[src/rtl/id_pkg.sv]
// ---------------------------------------------------------------------------
// id_pkg
// Shared types for the ID decode stage.
//   itype_e     : instruction type encoding (R=0, J=1, HALT=2, I=3)
//   state_e     : decode-stage control FSM states
//   dec_entry_t : decoded entry layout at the default widths. The top packs
//                 its parametrised entry with the same field order, so the
//                 struct documents the bit layout of the skid-buffer payload.
//   entry_w()   : payload width for a given XLEN/RAW.
// ---------------------------------------------------------------------------
package id_pkg;

    localparam int XLEN_DEF  = 32;
    localparam int RAW_DEF   = 5;
    localparam int IMM_W_DEF = 15;
    localparam int JA_W_DEF  = 26;

    typedef enum logic [1:0] {
        IT_R    = 2'd0,
        IT_J    = 2'd1,
        IT_HALT = 2'd2,
        IT_I    = 2'd3
    } itype_e;

    typedef enum logic [1:0] {
        ST_RUN    = 2'd0,
        ST_DRAIN  = 2'd1,
        ST_HALTED = 2'd2
    } state_e;

    typedef struct packed {
        itype_e              itype;
        logic [RAW_DEF-1:0]  ra1;
        logic [RAW_DEF-1:0]  ra2;
        logic [RAW_DEF-1:0]  wa;
        logic [4:0]          sa;
        logic [5:0]          funct;
        logic [XLEN_DEF-1:0] imm;
        logic [XLEN_DEF-1:0] jtarget;
        logic [XLEN_DEF-1:0] pc;
    } dec_entry_t;

    // type + 3 register addresses + sa + funct + imm/jtarget/pc
    function automatic int entry_w(input int xlen, input int raw);
        return 2 + 3 * raw + 5 + 6 + 3 * xlen;
    endfunction

endpackage

[src/rtl/id_skid_buf.sv]
// ---------------------------------------------------------------------------
// id_skid_buf
// Generic 2-entry valid/ready skid register (main + skid).
// Ports:
//   clk, rst_n          : clock, synchronous active-low reset
//   clear               : drop both entries (priority over push/pop)
//   in_valid / in_ready : upstream handshake; in_ready = skid slot free
//   in_data  [W]        : payload
//   out_valid/out_ready : downstream handshake, driven from the main slot
//   out_data [W]        : main slot payload, stable while stalled
// in_ready depends only on flops, so upstream never sees a combinational
// path from out_ready.
// ---------------------------------------------------------------------------
module id_skid_buf #(
    parameter int W = 8
) (
    input  logic         clk,
    input  logic         rst_n,
    input  logic         clear,
    input  logic         in_valid,
    output logic         in_ready,
    input  logic [W-1:0] in_data,
    output logic         out_valid,
    input  logic         out_ready,
    output logic [W-1:0] out_data
);

    logic         main_valid_q, main_valid_d;
    logic         skid_valid_q, skid_valid_d;
    logic [W-1:0] main_data_q,  main_data_d;
    logic [W-1:0] skid_data_q,  skid_data_d;
    logic         push, pop;

    assign in_ready  = !skid_valid_q;
    assign out_valid = main_valid_q;
    assign out_data  = main_data_q;

    always_comb begin
        main_valid_d = main_valid_q;
        skid_valid_d = skid_valid_q;
        main_data_d  = main_data_q;
        skid_data_d  = skid_data_q;
        push         = in_valid && !skid_valid_q;
        pop          = main_valid_q && out_ready;

        if (clear) begin
            main_valid_d = 1'b0;
            skid_valid_d = 1'b0;
        end else if (!main_valid_q) begin
            // Empty buffer: new entry lands directly in main.
            if (push) begin
                main_valid_d = 1'b1;
                main_data_d  = in_data;
            end
        end else if (pop) begin
            if (skid_valid_q) begin
                // Older skid entry is promoted; push cannot occur (in_ready=0).
                main_data_d  = skid_data_q;
                skid_valid_d = 1'b0;
            end else if (push) begin
                // Simultaneous consume and accept keeps 1 entry/cycle throughput.
                main_data_d  = in_data;
            end else begin
                main_valid_d = 1'b0;
            end
        end else if (push) begin
            // Main stalled: park the new entry behind it.
            skid_valid_d = 1'b1;
            skid_data_d  = in_data;
        end
    end

    always_ff @(posedge clk) begin
        if (!rst_n) begin
            main_valid_q <= 1'b0;
            skid_valid_q <= 1'b0;
            main_data_q  <= '0;
            skid_data_q  <= '0;
        end else begin
            main_valid_q <= main_valid_d;
            skid_valid_q <= skid_valid_d;
            main_data_q  <= main_data_d;
            skid_data_q  <= skid_data_d;
        end
    end

endmodule

[src/rtl/id_decode_stage.sv]
// ---------------------------------------------------------------------------
// id_decode_stage
// Handshaked ID stage: decodes pre-split instruction fields into register
// read/write addresses, extended immediate and jump target, buffers them in
// a 2-entry skid buffer and runs a RUN/DRAIN/HALTED control FSM.
// Ports:
//   clk, rst_n                    : clock, synchronous active-low reset
//   in_valid/in_ready             : upstream handshake (in_ready from flops)
//   in_type, in_rs/rt/rd, in_sa, in_funct, in_imm, in_jaddr, in_pc : fields
//   flush                         : drop held and incoming work (not in HALTED)
//   out_valid/out_ready           : downstream handshake
//   out_type, out_ra1/ra2/wa, out_sa, out_funct, out_imm, out_jtarget,
//   out_pc                        : decoded entry
//   halted                        : FSM is in HALTED (left only by reset)
// Optional (macro ID_PERF_CNT_EN): stall_cnt, instr_cnt saturating counters.
// ---------------------------------------------------------------------------
module id_decode_stage
    import id_pkg::*;
#(
    parameter int XLEN  = 32,
    parameter int RAW   = 5,
    parameter int IMM_W = 15,
    parameter int JA_W  = 26
) (
    input  logic            clk,
    input  logic            rst_n,
    input  logic            in_valid,
    output logic            in_ready,
    input  logic [1:0]      in_type,
    input  logic [RAW-1:0]  in_rs,
    input  logic [RAW-1:0]  in_rt,
    input  logic [RAW-1:0]  in_rd,
    input  logic [4:0]      in_sa,
    input  logic [5:0]      in_funct,
    input  logic [IMM_W-1:0] in_imm,
    input  logic [JA_W-1:0] in_jaddr,
    input  logic [XLEN-1:0] in_pc,
    input  logic            flush,
    output logic            out_valid,
    input  logic            out_ready,
    output logic [1:0]      out_type,
    output logic [RAW-1:0]  out_ra1,
    output logic [RAW-1:0]  out_ra2,
    output logic [RAW-1:0]  out_wa,
    output logic [4:0]      out_sa,
    output logic [5:0]      out_funct,
    output logic [XLEN-1:0] out_imm,
    output logic [XLEN-1:0] out_jtarget,
    output logic [XLEN-1:0] out_pc,
    output logic            halted
`ifdef ID_PERF_CNT_EN
    ,
    output logic [31:0]     stall_cnt,
    output logic [31:0]     instr_cnt
`endif
);

    localparam int EW = entry_w(XLEN, RAW);

    state_e          state_q, state_d;
    logic            halted_q, halted_d;

    logic [RAW-1:0]  dec_ra1, dec_ra2, dec_wa;
    logic [4:0]      dec_sa;
    logic [5:0]      dec_funct;
    logic [XLEN-1:0] dec_imm, dec_jtarget;
    logic [EW-1:0]   dec_entry, buf_out_data;

    logic buf_in_valid, buf_in_ready, buf_out_valid, buf_clear;
    logic accept, consume;

    // ---------------- decode ----------------
    always_comb begin
        dec_ra1     = '0;
        dec_ra2     = '0;
        dec_wa      = '0;
        dec_sa      = in_sa;
        dec_funct   = in_funct;
        dec_imm     = '0;
        dec_jtarget = '0;
        case (itype_e'(in_type))
            IT_R: begin
                dec_ra1 = in_rs;
                dec_ra2 = in_rt;
                dec_wa  = in_rd;
            end
            IT_I: begin
                dec_ra1 = in_rs;
                dec_ra2 = in_rt;
                dec_wa  = in_rt;
                dec_imm = {{(XLEN-IMM_W){in_imm[IMM_W-1]}}, in_imm};
            end
            IT_J: begin
                dec_jtarget = {in_pc[XLEN-1:JA_W], in_jaddr};
            end
            IT_HALT: begin
                dec_sa    = '0;
                dec_funct = '0;
            end
            default: ;
        endcase
    end

    // Field order matches id_pkg::dec_entry_t.
    assign dec_entry = {in_type, dec_ra1, dec_ra2, dec_wa, dec_sa, dec_funct,
                        dec_imm, dec_jtarget, in_pc};

    // ---------------- handshake ----------------
    // Flush wins over accept and consume in the same cycle; HALTED ignores it.
    assign buf_clear    = flush && (state_q != ST_HALTED);
    assign buf_in_valid = in_valid && (state_q == ST_RUN) && !flush;
    assign in_ready     = buf_in_ready && (state_q == ST_RUN);
    assign accept       = buf_in_valid && buf_in_ready;
    assign out_valid    = buf_out_valid && (state_q != ST_HALTED);
    assign consume      = out_valid && out_ready && !flush;

    id_skid_buf #(.W(EW)) u_skid (
        .clk       (clk),
        .rst_n     (rst_n),
        .clear     (buf_clear),
        .in_valid  (buf_in_valid),
        .in_ready  (buf_in_ready),
        .in_data   (dec_entry),
        .out_valid (buf_out_valid),
        .out_ready (out_ready),
        .out_data  (buf_out_data)
    );

    assign {out_type, out_ra1, out_ra2, out_wa, out_sa, out_funct,
            out_imm, out_jtarget, out_pc} = buf_out_data;

    // ---------------- control FSM ----------------
    always_comb begin
        state_d  = state_q;
        halted_d = halted_q;
        case (state_q)
            ST_RUN: begin
                if (accept && itype_e'(in_type) == IT_HALT) state_d = ST_DRAIN;
            end
            ST_DRAIN: begin
                if (flush) begin
                    state_d = ST_RUN;
                end else if (consume && itype_e'(out_type) == IT_HALT) begin
                    state_d  = ST_HALTED;
                    halted_d = 1'b1;
                end
            end
            ST_HALTED: ;
            default: state_d = ST_RUN;
        endcase
    end

    always_ff @(posedge clk) begin
        if (!rst_n) begin
            state_q  <= ST_RUN;
            halted_q <= 1'b0;
        end else begin
            state_q  <= state_d;
            halted_q <= halted_d;
        end
    end

    assign halted = halted_q;

`ifdef ID_PERF_CNT_EN
    // ---------------- performance counters ----------------
    logic [31:0] stall_cnt_q, stall_cnt_d;
    logic [31:0] instr_cnt_q, instr_cnt_d;

    always_comb begin
        stall_cnt_d = stall_cnt_q;
        instr_cnt_d = instr_cnt_q;
        if (buf_clear) begin
            stall_cnt_d = '0;
            instr_cnt_d = '0;
        end else begin
            if (out_valid && !out_ready && stall_cnt_q != '1) stall_cnt_d = stall_cnt_q + 32'd1;
            if (consume && instr_cnt_q != '1)                 instr_cnt_d = instr_cnt_q + 32'd1;
        end
    end

    always_ff @(posedge clk) begin
        if (!rst_n) begin
            stall_cnt_q <= '0;
            instr_cnt_q <= '0;
        end else begin
            stall_cnt_q <= stall_cnt_d;
            instr_cnt_q <= instr_cnt_d;
        end
    end

    assign stall_cnt = stall_cnt_q;
    assign instr_cnt = instr_cnt_q;
`endif

endmodule

[config.mk]
export PLATFORM = sky130hd
export DESIGN_NAME = id_decode_stage
export DESIGN_NICKNAME = d
export VERILOG_FILES = /design/src/rtl/id_pkg.sv /design/src/rtl/id_skid_buf.sv /design/src/rtl/id_decode_stage.sv
export SDC_FILE = /design/constraint.sdc
export NUM_CORES = 1
export LEC_CHECK = 0
export ABC_AREA = 1
export CAP_MARGIN = 10
export CORE_MARGIN = 10
export CORE_UTILIZATION = 35
export CTS_CLUSTER_SIZE = 16
export DETAILED_ROUTE_END_ITERATION = 8
export GPL_TIMING_DRIVEN = 0
export PLACE_DENSITY = 0.65
export SYNTH_ARGS = -nofsm -noshare
export SYNTH_HDL_FRONTEND = slang
export SYNTH_SLANG_ARGS = --single-unit
[constraint.sdc]
create_clock -name clk -period 1.8 [get_ports clk]
set_input_delay 0.36 -clock clk [delete_from_list [all_inputs] [get_ports clk]]
set_output_delay 0.36 -clock clk [all_outputs]
set_load 0.01 [all_outputs]
==> metrics.log, run 1 <==
INFO  metric finalCritPeriodShare = a little over nine tenths
INFO  metric report.final.slew_viol_count = 0
INFO  metric crit_path_end_kind = output port
INFO  metric critical-path-top-delay-family = buffers and inverters
INFO  metric post_drt_wl_per_cell = 16.1 µm
INFO  metric h-tree-depth = 1
INFO  metric postLayoutCellArea = approximately 14,000 µm²
INFO  metric pwr_density_cell = around 900 nW/µm²
INFO  metric cts-root-to-sink-buffers = 3
INFO  metric synthesis.instances = roughly 1,400
INFO  metric setup_viol_count_final = 0
INFO  metric max_freq = ~570 MHz
INFO  metric global_route.overflow_total = 0
INFO  metric start_util = a little over a third
INFO  metric final_nets = between 1,500 and 2,000
INFO  metric placed_cells_incl_taps = 1,986
INFO  metric rsz0062_at_grt = true
INFO  metric area.growth.synth_to_final = 40.3%
INFO  metric cp.depth = 1
INFO  metric grt_first_pass_wirelength = slightly above 50,000 µm
INFO  metric hold_buffers = 0
INFO  metric core_region_area = ~27,000 µm²
INFO  metric number_of_global_route_vias_before_repair = just over 9,000
INFO  metric drt_wl_total = 32,800 µm
INFO  metric clock_transition_at_the_registers_of_the_reported_paths = 0.06 ns
INFO  metric clkSinkCount = between 200 and 250
INFO  metric skew = 0.00702 ns
INFO  metric worst_slack = about 0.030 ns
INFO  metric rr_worst_depth = 9
INFO  metric die_y = 186 µm
INFO  metric syn_avg_cell_area = roughly 7 µm²
INFO  metric drv_cap = 0
INFO  metric vdd.ir_drop.worst = 0.579 mV
INFO  metric number_of_fill_cells_in_the_layout = around 2,700
INFO  metric syn-num-nets = ~1,500
INFO  metric tritoncts = built
INFO  metric drtAntennaViolNets = 0
INFO  metric globalplace.congestion = between 0.8 and 0.9
INFO  metric drcViolationCount = 0
INFO  metric antenna_found_initial = 3
INFO  metric ioPinCount = about 230
INFO  metric slew_at_the_pin_closest_to_its_max_slew_limit = 0.701 ns
INFO  metric post-dp-hpwl = approximately 24,000 µm
INFO  metric vias = a little under 10,000
INFO  metric grt_start_max_net_pins = 13
INFO  metric placed_cell_area = ~12,000 µm²
INFO  metric global_route_usage_sum = 18.3%
INFO  metric cp_slowest_cell = sky130_fd_sc_hd__clkdlybuf4s50_1
INFO  metric path_buf_inv = 1
INFO  metric tritoncts.num_buffers = 27
INFO  metric yosysWarnings = 0
INFO  metric crit_type = flip-flop to output port
INFO  metric whs_path_depth = 3
INFO  metric placementRows = 60
INFO  metric outcome = complete, no violations
INFO  metric final_core_util = 50.1%
INFO  metric static-leakage-power = 6.71 nW
INFO  metric critical_path.max_stage_delay = approximately 0.55 ns
INFO  metric dieArea = approximately 35,000 µm²
INFO  metric period_needed = ~1.8 ns
INFO  metric fp.dieW = roughly 190 µm
INFO  metric synthesis.area = between 9000 and 10,000 µm²
INFO  metric layout.cells.most_common = sky130_fd_sc_hd__nor2_1
INFO  metric hp-class = primary input to flip-flop
INFO  metric drtPass1Iterations = 5
INFO  metric via_per_inst = about 4.8
INFO  metric clock_latency = approximately 0.52 ns
INFO  metric crit_fanout = 2
INFO  metric critPathLaunchType = flip-flop
INFO  metric data_arrival_time_of_the_critical_path = 1.41 ns
INFO  metric worst_slack_after_detailed_placement = -0.777 ns
INFO  metric crit_path_cell_trace = clkdlybuf4s50_1
INFO  metric slew_headroom = 53.2%
INFO  metric cts-root-buf = sky130_fd_sc_hd__clkbuf_16
INFO  metric drive_gt1_share = under 10%
INFO  metric count_of_buffers_from_port_buffering = 231
INFO  metric synthDistinctLibCells = 26
INFO  metric ys_ff_latch = between 200 and 250
INFO  metric timing.critical_path.required = about 1.4 ns
INFO  metric initialDrtViolationCount = 587
INFO  metric hold_viol = 0
INFO  metric synth_seq_area_share = between 40% and 50%
INFO  metric finalNonFillerCells = between 2,000 and 2,500
INFO  metric highest_count_cells_in_the_layout_ignoring_fill_and_taps = sky130_fd_sc_hd__nor2_1 (331), sky130_fd_sc_hd__nand2_1 (306), sky130_fd_sc_hd__dfxtp_1 (234)
cell type report:
class	instances	area (µm²)	share of cell area (%)
tap	372	465	3.43
antenna	2	5.00	0.0369
timing repair buffer	235	2420	17.8
clock inverter	6	130	0.959
clock buffer	40	774	5.71
buffer	100	518	3.82
sequential	236	4730	34.8
multi-input combinational	1013	4410	32.5
inverter	32	120	0.885
synth_stat cells:
cell	count	area [µm²]
sky130_fd_sc_hd__o21ai_0	247	1240
sky130_fd_sc_hd__nand3_4	1	17.5
sky130_fd_sc_hd__clkbuf_2	2	10.0
sky130_fd_sc_hd__ha_1	4	50.1
sky130_fd_sc_hd__buf_4	10	75.1
sky130_fd_sc_hd__nand3b_4	1	20.0
sky130_fd_sc_hd__buf_6	1	11.3
sky130_fd_sc_hd__dfxtp_1	236	4720
sky130_fd_sc_hd__nand4_1	2	12.5
sky130_fd_sc_hd__nor2_2	2	12.5
sky130_fd_sc_hd__a31oi_1	2	12.5
sky130_fd_sc_hd__inv_1	27	101
sky130_fd_sc_hd__a21oi_1	82	410
sky130_fd_sc_hd__o21ai_1	19	95.1
sky130_fd_sc_hd__nand3_1	6	30.0
sky130_fd_sc_hd__buf_1	7	26.3
sky130_fd_sc_hd__nand2_1	306	1150
sky130_fd_sc_hd__nand2_2	5	31.3
sky130_fd_sc_hd__nor2_4	1	11.3
sky130_fd_sc_hd__a21oi_4	1	16.3
sky130_fd_sc_hd__inv_2	5	18.8
sky130_fd_sc_hd__nor2_1	331	1240
sky130_fd_sc_hd__buf_2	29	145
sky130_fd_sc_hd__or2_2	1	6.26
sky130_fd_sc_hd__clkbuf_1	53	199
sky130_fd_sc_hd__nor3_1	2	10.0
power breakdown:
group	switching, W	total [W]	leakage (nW)	internal [W]
registers	0.0000900	0.00550	1.92	0.00541
logic	0.000744	0.00140	4.35	0.000658
clock network	0.00212	0.00563	0.442	0.00351
cells by family (layout without fill, tap and decap cells):
kind of cell	after synthesis	count (layout)	synth area share, %
AND/OR/NAND/NOR	658	658	26.3
other	0	2	0
adder cells (fa/ha/maj)	4	4	0.517
buffers and inverters	134	413	6.07
AO/OA/AOI/OAI	351	351	18.3
flip-flops	236	236	48.8
final timing paths:
check                                          from                endpoint  slack [ns]
worst max-delay path            u_skid.out_data[61]         out_jtarget[29]        0.03
worst min-delay path                    in_jaddr[7]  u_skid.skid_data_q[39]        0.41
worst max register to register           state_q[1]     u_skid.out_data[59]        0.07
worst min register to register  u_skid.out_data[92]     u_skid.out_data[92]        0.46
per-layer routing:
metal	track usage [%]	vias up	part of all wire, %
li1	-	4983	-
met5	0	-	0
met2	29.5	289	45
met3	5.16	54	8.2
met1	23.3	4469	44
met4	5.06	0	2.5
registers in the layout, summed over array words and instances (netlist names):
name and flops:
u_skid.skid_data_q 107, u_skid.skid_valid_q 1, halted 1, state_q 2, u_skid.out_valid 1, u_skid.out_data 124
stage by stage:
stage / total power [W] / hold slack, ns / setup TNS (ns)
after global placement: 0.00704 / 0.448 / -114.91
after global routing: 0.0131 / 0.417 / -0.143
after detailed placement: 0.00706 / 0.452 / -121.28
final: 0.0125 / 0.413 / 0
after CTS: 0.0127 / 0.399 / -0.693
after floorplan: 0.00626 / 0.463 / 0
what timing repair did:
item,4_1_cts,5_1_grt
resized for setup,69,119
setup buffers,4,0
endpoints found under the setup margin,116,250
endpoints found under the hold margin,0,0
pin swaps,1,0
Note: power is estimated with default switching activity, not from simulation.
==> run 2: changes to the inputs <==
- CELL_PAD_IN_SITES_DETAIL_PLACEMENT: default -> 0
- CELL_PAD_IN_SITES_GLOBAL_PLACEMENT: default -> 1
- MAX_ROUTING_LAYER: default -> met4
- PLACE_DENSITY: 0.65 -> 0.85
- clock period: 1.8 -> 2 ns (I/O delays scaled with it)
==> metrics.log, run 2 (synthesis gave the netlist of run 1 again) <==
INFO  metric outcome = complete, no violations
INFO  metric cts-root-buf = sky130_fd_sc_hd__clkbuf_16
INFO  metric post_drt_wl_per_cell = between 15 and 20 µm
INFO  metric rr_worst_depth = 9
INFO  metric antenna_found_initial = 3
INFO  metric hold_buffers = 0
INFO  metric hp-class = primary input to flip-flop
INFO  metric cts-root-to-sink-buffers = 3
INFO  metric path_buf_inv = 2
INFO  metric hp-start = in_type[0]
INFO  metric number_of_global_route_vias_before_repair = 9,214
INFO  metric r2r-start = state_q[1]
INFO  metric crit_path_end_kind = output port
INFO  metric die_y = between 150 and 200 µm
INFO  metric clkSinkCount = around 240
INFO  metric worst_slack = about 0.042 ns
INFO  metric core_region_area = 27,100 µm²
INFO  metric placementRows = 60
INFO  metric post-dp-hpwl = 24,500 µm
INFO  metric final_nets = 1,753
INFO  metric drtAntennaViolNets = 0
INFO  metric drcViolationCount = 0
INFO  metric rsz0062_at_grt = true
INFO  metric start_util = a little over a third
INFO  metric critical_path.max_stage_delay = 0.38 ns
INFO  metric fp.dieW = about 190 µm
INFO  metric drt_wl_total = around 33,000 µm
INFO  metric worst_slack_after_detailed_placement = -0.766 ns
INFO  metric min_delay_worst_endpoint = u_skid.skid_data_q[122]
INFO  metric slew_at_the_pin_closest_to_its_max_slew_limit = 0.869 ns
INFO  metric globalplace.congestion = approximately 0.85
INFO  metric via_per_inst = ~4.8
INFO  metric ioPinCount = roughly 230
INFO  metric drtPass1Iterations = 5
INFO  metric regToRegEndpoint = u_skid.out_data[61]
INFO  metric tritoncts = built
INFO  metric cp_slowest_cell = sky130_fd_sc_hd__dfxtp_1
INFO  metric clock_transition_at_the_registers_of_the_reported_paths = 0.07 ns
INFO  metric drive_gt1_share = 6.61%
INFO  metric global_route_usage_sum = about a fifth
INFO  metric highest_count_cells_in_the_layout_ignoring_fill_and_taps = sky130_fd_sc_hd__nor2_1 (331), sky130_fd_sc_hd__nand2_1 (306), sky130_fd_sc_hd__o21ai_0 (245)
INFO  metric setup_viol_count_final = 0
INFO  metric global_route.overflow_total = 0
INFO  metric slew_headroom = between 40 and 50%
INFO  metric h-tree-depth = 1
INFO  metric hold_viol = 0
INFO  metric rrSetupSlack = between 0.1 and 0.15 ns
INFO  metric clock_latency = 0.54 ns
INFO  metric placed_cell_area = ~12,000 µm²
INFO  metric vdd.ir_drop.worst = between 0.5 and 0.6 mV
INFO  metric crit_path_cell_trace = inv_2 > a21oi_1 > dlygate4sd2_1
INFO  metric critical-path-top-delay-family = buffers and inverters
INFO  metric crit_type = flip-flop to output port
INFO  metric grt_first_pass_wirelength = between 50,000 and 60,000 µm
INFO  metric pwr_density_cell = 862 nW/µm²
INFO  metric period_needed = approximately 2.0 ns
INFO  metric crit_fanout = 4
INFO  metric whs_path_depth = 3
INFO  metric max_freq = roughly 510 MHz
INFO  metric initialDrtViolationCount = roughly 640
INFO  metric dieArea = about 35,000 µm²
INFO  metric postLayoutCellArea = approximately 13,000 µm²
INFO  metric skew = about 0.0086 ns
INFO  metric static-leakage-power = 5.52 nW
INFO  metric layout.cells.most_common = sky130_fd_sc_hd__nor2_1
INFO  metric area.growth.synth_to_final = 39.1%
INFO  metric critPathLaunchType = flip-flop
INFO  metric data_arrival_time_of_the_critical_path = about 1.6 ns
INFO  metric drv_cap = 0
INFO  metric vias = 9,690
INFO  metric report.final.slew_viol_count = 0
INFO  metric finalCritPeriodShare = a little over nine tenths
INFO  metric count_of_buffers_from_port_buffering = 231
INFO  metric tritoncts.num_buffers = 28
INFO  metric grt_start_max_net_pins = 20
INFO  metric timing.critical_path.required = between 1.5 and 2 ns
INFO  metric largest_register_ffs = 124
==> run 2: per-layer routing <==
metal | global-route usage [%] | vias up | wire, µm
li1 | - | 4983 | -
met1 | 23.2 | 4424 | 15000
met2 | 30.8 | 249 | 15500
met3 | 4.13 | 34 | 2150
met4 | 3.97 | 0 | 473
met5 | - | - | 0
==> run 2: power breakdown <==
group          leakage, nW  internal [W]  switching (W)
sequential            1.91       0.00487      0.0000828
clock                0.478       0.00333        0.00202
combinational         3.13      0.000631       0.000669
total                 5.52       0.00882        0.00277
==> run 2: worst max path at each step <==
stage,from,to,slack [ns],depth (start not counted)
after floorplan,in_type[0],u_skid.out_data[107],0.42,8
after global placement,in_type[0],u_skid.out_data[75],-0.76,8
after detailed placement,in_type[0],u_skid.out_data[75],-0.77,8
after CTS,state_q[0],out_valid,0.02,3
after global routing,state_q[0],out_valid,-0.007,3
final,state_q[0],out_valid,0.04,3
==> run 2: layout make-up <==
class,count,area (µm²)
antenna,3,7.51
buffer,101,475
clock buffer,44,862
clock inverter,7,116
fill,2717,13600
inverter,32,120
multi-input combinational,1013,4370
sequential,236,4720
tap,372,465
timing repair buffer,231,2310
==> run 2: worst min-delay path: stages <==
cell and delay (ns):
sky130_fd_sc_hd__dlymetal6s2s_1 0.22, sky130_fd_sc_hd__inv_1 0.14, sky130_fd_sc_hd__a21oi_1 0.07
==> run 2: timing repair <==
item	CTS	global route
endpoints found under the setup margin	31	30
pin swaps	0	0
gates cloned	0	0
gates resized for setup	7	10
setup buffers	0	0
==> run 2: stage by stage <==
step / total power, W / std cells / util [%] / TNS [ns] / hold WS, ns
after floorplan: 0.00563 / 1383 / - / 0 / 0.463
after global placement: 0.00635 / 1986 / 45.9 / -88.42 / 0.449
after detailed placement: 0.00636 / 1986 / 45.9 / -93.83 / 0.454
after CTS: 0.0117 / 2036 / 49.6 / 0 / 0.422
after global routing: 0.0120 / 2039 / 49.6 / -0.00720 / 0.361
final: 0.0116 / 2039 / 49.6 / 0 / 0.350
==> run 3: changes to the inputs <==
- GPL_ROUTABILITY_DRIVEN: default -> 0
- SETUP_SLACK_MARGIN: default -> 0.05
==> metrics.log, run 3 (synthesis gave the netlist of run 1 again) <==
INFO  metric critical_path.max_stage_delay = 0.59 ns
INFO  metric vdd.ir_drop.worst = ~0.55 mV
INFO  metric static-leakage-power = about 5.6 nW
INFO  metric fp.dieW = 186 µm
INFO  metric postLayoutCellArea = between 10,000 and 15,000 µm²
INFO  metric hp-class = primary input to flip-flop
INFO  metric hold_viol = 0
INFO  metric count_of_buffers_from_port_buffering = 231
INFO  metric crit_type = flip-flop to output port
INFO  metric highest_count_cells_in_the_layout_ignoring_fill_and_taps = sky130_fd_sc_hd__nor2_1 (331), sky130_fd_sc_hd__nand2_1 (306), sky130_fd_sc_hd__o21ai_0 (241)
INFO  metric period_needed = ~1.9 ns
INFO  metric grt_start_max_net_pins = 20
INFO  metric whs_path_depth = 3
INFO  metric crit_path_cell_trace = clkdlybuf4s50_1
INFO  metric critical-path-top-delay-family = buffers and inverters
INFO  metric max_freq = 538 MHz
INFO  metric drtAntennaViolNets = 0
INFO  metric report.final.slew_viol_count = 0
INFO  metric grt_first_pass_wirelength = ~51,000 µm
INFO  metric drcViolationCount = 0
INFO  metric number_of_global_route_vias_before_repair = around 9,200
INFO  metric layout.cells.most_common = sky130_fd_sc_hd__nor2_1
INFO  metric whs = 0.342 ns
INFO  metric clkSinkCount = 236
INFO  metric ioPinCount = about 230
INFO  metric post-dp-hpwl = ~25,000 µm
INFO  metric drtPass1Iterations = 5
INFO  metric regToRegEndpoint = u_skid.out_data[114]
INFO  metric tritoncts = built
INFO  metric via_per_inst = around 4.7
INFO  metric pwr_density_cell = ~860 nW/µm²
INFO  metric drt_wl_total = 33,200 µm
INFO  metric antenna_found_initial = 3
INFO  metric slew_headroom = between 40% and 50%
INFO  metric cp_slowest_cell = sky130_fd_sc_hd__clkdlybuf4s50_1
INFO  metric skew = ~0.0083 ns
INFO  metric initialDrtViolationCount = 670
INFO  metric global_route_usage_sum = between 10% and 20%
INFO  metric core_region_area = ~27,000 µm²
INFO  metric slew_at_the_pin_closest_to_its_max_slew_limit = 0.870 ns
INFO  metric clock_latency = between 0.5 and 0.6 ns
INFO  metric drive_gt1_share = under 10%
INFO  metric crit_path_end_kind = output port
INFO  metric r2r-start = u_skid.skid_valid_q
INFO  metric path_buf_inv = 1
INFO  metric h-tree-depth = 1
INFO  metric area.growth.synth_to_final = 39.7%
INFO  metric timing.critical_path.required = 1.60 ns
INFO  metric die_y = roughly 190 µm
INFO  metric cts-root-buf = sky130_fd_sc_hd__clkbuf_16
INFO  metric hp-start = in_type[0]
INFO  metric final_nets = 1,757
INFO  metric dieArea = ~35,000 µm²
INFO  metric crit_fanout = 2
INFO  metric drv_cap = 0
INFO  metric placed_cell_area = approximately 12,000 µm²
INFO  metric min_delay_worst_endpoint = u_skid.skid_data_q[122]
INFO  metric setup_viol_count_final = 0
INFO  metric largest_register_ffs = about 120
INFO  metric placementRows = 60
INFO  metric global_route.overflow_total = 0
INFO  metric start_util = between 30% and 40%
INFO  metric data_arrival_time_of_the_critical_path = 1.46 ns
INFO  metric outcome = complete, no violations
INFO  metric rrSetupSlack = 0.18 ns
INFO  metric tritoncts.num_buffers = 28
INFO  metric critPathLaunchType = flip-flop
INFO  metric rr_worst_depth = 8
INFO  metric clock_transition_at_the_registers_of_the_reported_paths = approximately 0.070 ns
INFO  metric cts-root-to-sink-buffers = 3
INFO  metric vias = ~9,700
INFO  metric finalCritPeriodShare = roughly 93%
INFO  metric rsz0062_at_grt = true
INFO  metric post_drt_wl_per_cell = roughly 16 µm
INFO  metric hold_buffers = 0
[run 3: cell types whose count changed in the layout (fill, tap and decap cells not counted), sizes merged]
cell / change
buf: +4
clkdlybuf4s50: -2
dlymetal6s2s: +2
clkdlybuf4s15: +1
dlygate4sd2: -1
[run 3: per-layer routing]
layer  track usage, %  wire length (µm)  share of wire [%]  vias to the layer above
met1             23.2             14900                 45                     4417
li1                 -                 -                  -                     4987
met4             3.97               470                1.4                        0
met2             30.8             15500                 47                      264
met5                -                 0                  0                        -
met3             4.13              2320                7.0                       34
[run 3: power breakdown]
part	internal (W)	switching, W
Sequential	0.00487	0.0000827
Combinational	0.000638	0.000671
Clock	0.00333	0.00202
[run 3: per-stage QoR]
stage	setup WS [ns]	std cells	total power, W	setup TNS [ns]	util (%)
floorplan	0.423	1383	0.00563	0	-
global placement	-0.757	1986	0.00635	-88.42	45.9
detailed placement	-0.766	1986	0.00636	-93.83	45.9
CTS	0.0666	2036	0.0117	0	49.6
global route	0.0104	2043	0.0120	0	49.9
finish	0.140	2043	0.0116	0	49.9
[run 3: how the worst max path moves through the flow]
stage                     slack (ns)              endpoint                  from  depth (start not counted)
after CTS                       0.07  u_skid.out_data[108]            in_type[0]                          9
after global routing            0.01  u_skid.out_data[123]   u_skid.skid_valid_q                          7
final                           0.14            out_ra2[4]  u_skid.out_data[116]                          1
after detailed placement       -0.77   u_skid.out_data[75]            in_type[0]                          8
after floorplan                 0.42  u_skid.out_data[107]            in_type[0]                          8
after global placement         -0.76   u_skid.out_data[75]            in_type[0]                          8
[run 3: cell type report]
type / instances / area, µm²
buffer: 101 / 479
fill: 2718 / 13600
sequential: 236 / 4720
timing repair buffer: 235 / 2360
tap: 372 / 465
multi-input combinational: 1013 / 4380
inverter: 32 / 120
antenna: 3 / 7.51
clock buffer: 44 / 862
clock inverter: 7 / 116
[run 3: worst reg2reg max path, stage by stage, from the launching register on]
cell and delay, ns:
sky130_fd_sc_hd__dfxtp_1 0.39, sky130_fd_sc_hd__nand2_2 0.14, sky130_fd_sc_hd__inv_1 0.23, sky130_fd_sc_hd__clkbuf_4 0.30, sky130_fd_sc_hd__buf_2 0.30, sky130_fd_sc_hd__nand2_1 0.07, sky130_fd_sc_hd__o21ai_0 0.12, sky130_fd_sc_hd__o21ai_0 0.13
sky130_fd_sc_hd__nor2_1 0.10
[run 3: what timing repair did]
action / in CTS / in global routing
buffers inserted: 0 / 4
cloned: 0 / 0
pin swaps: 0 / 2
endpoints found under the setup margin: 34 / 88
gates resized for setup: 11 / 20
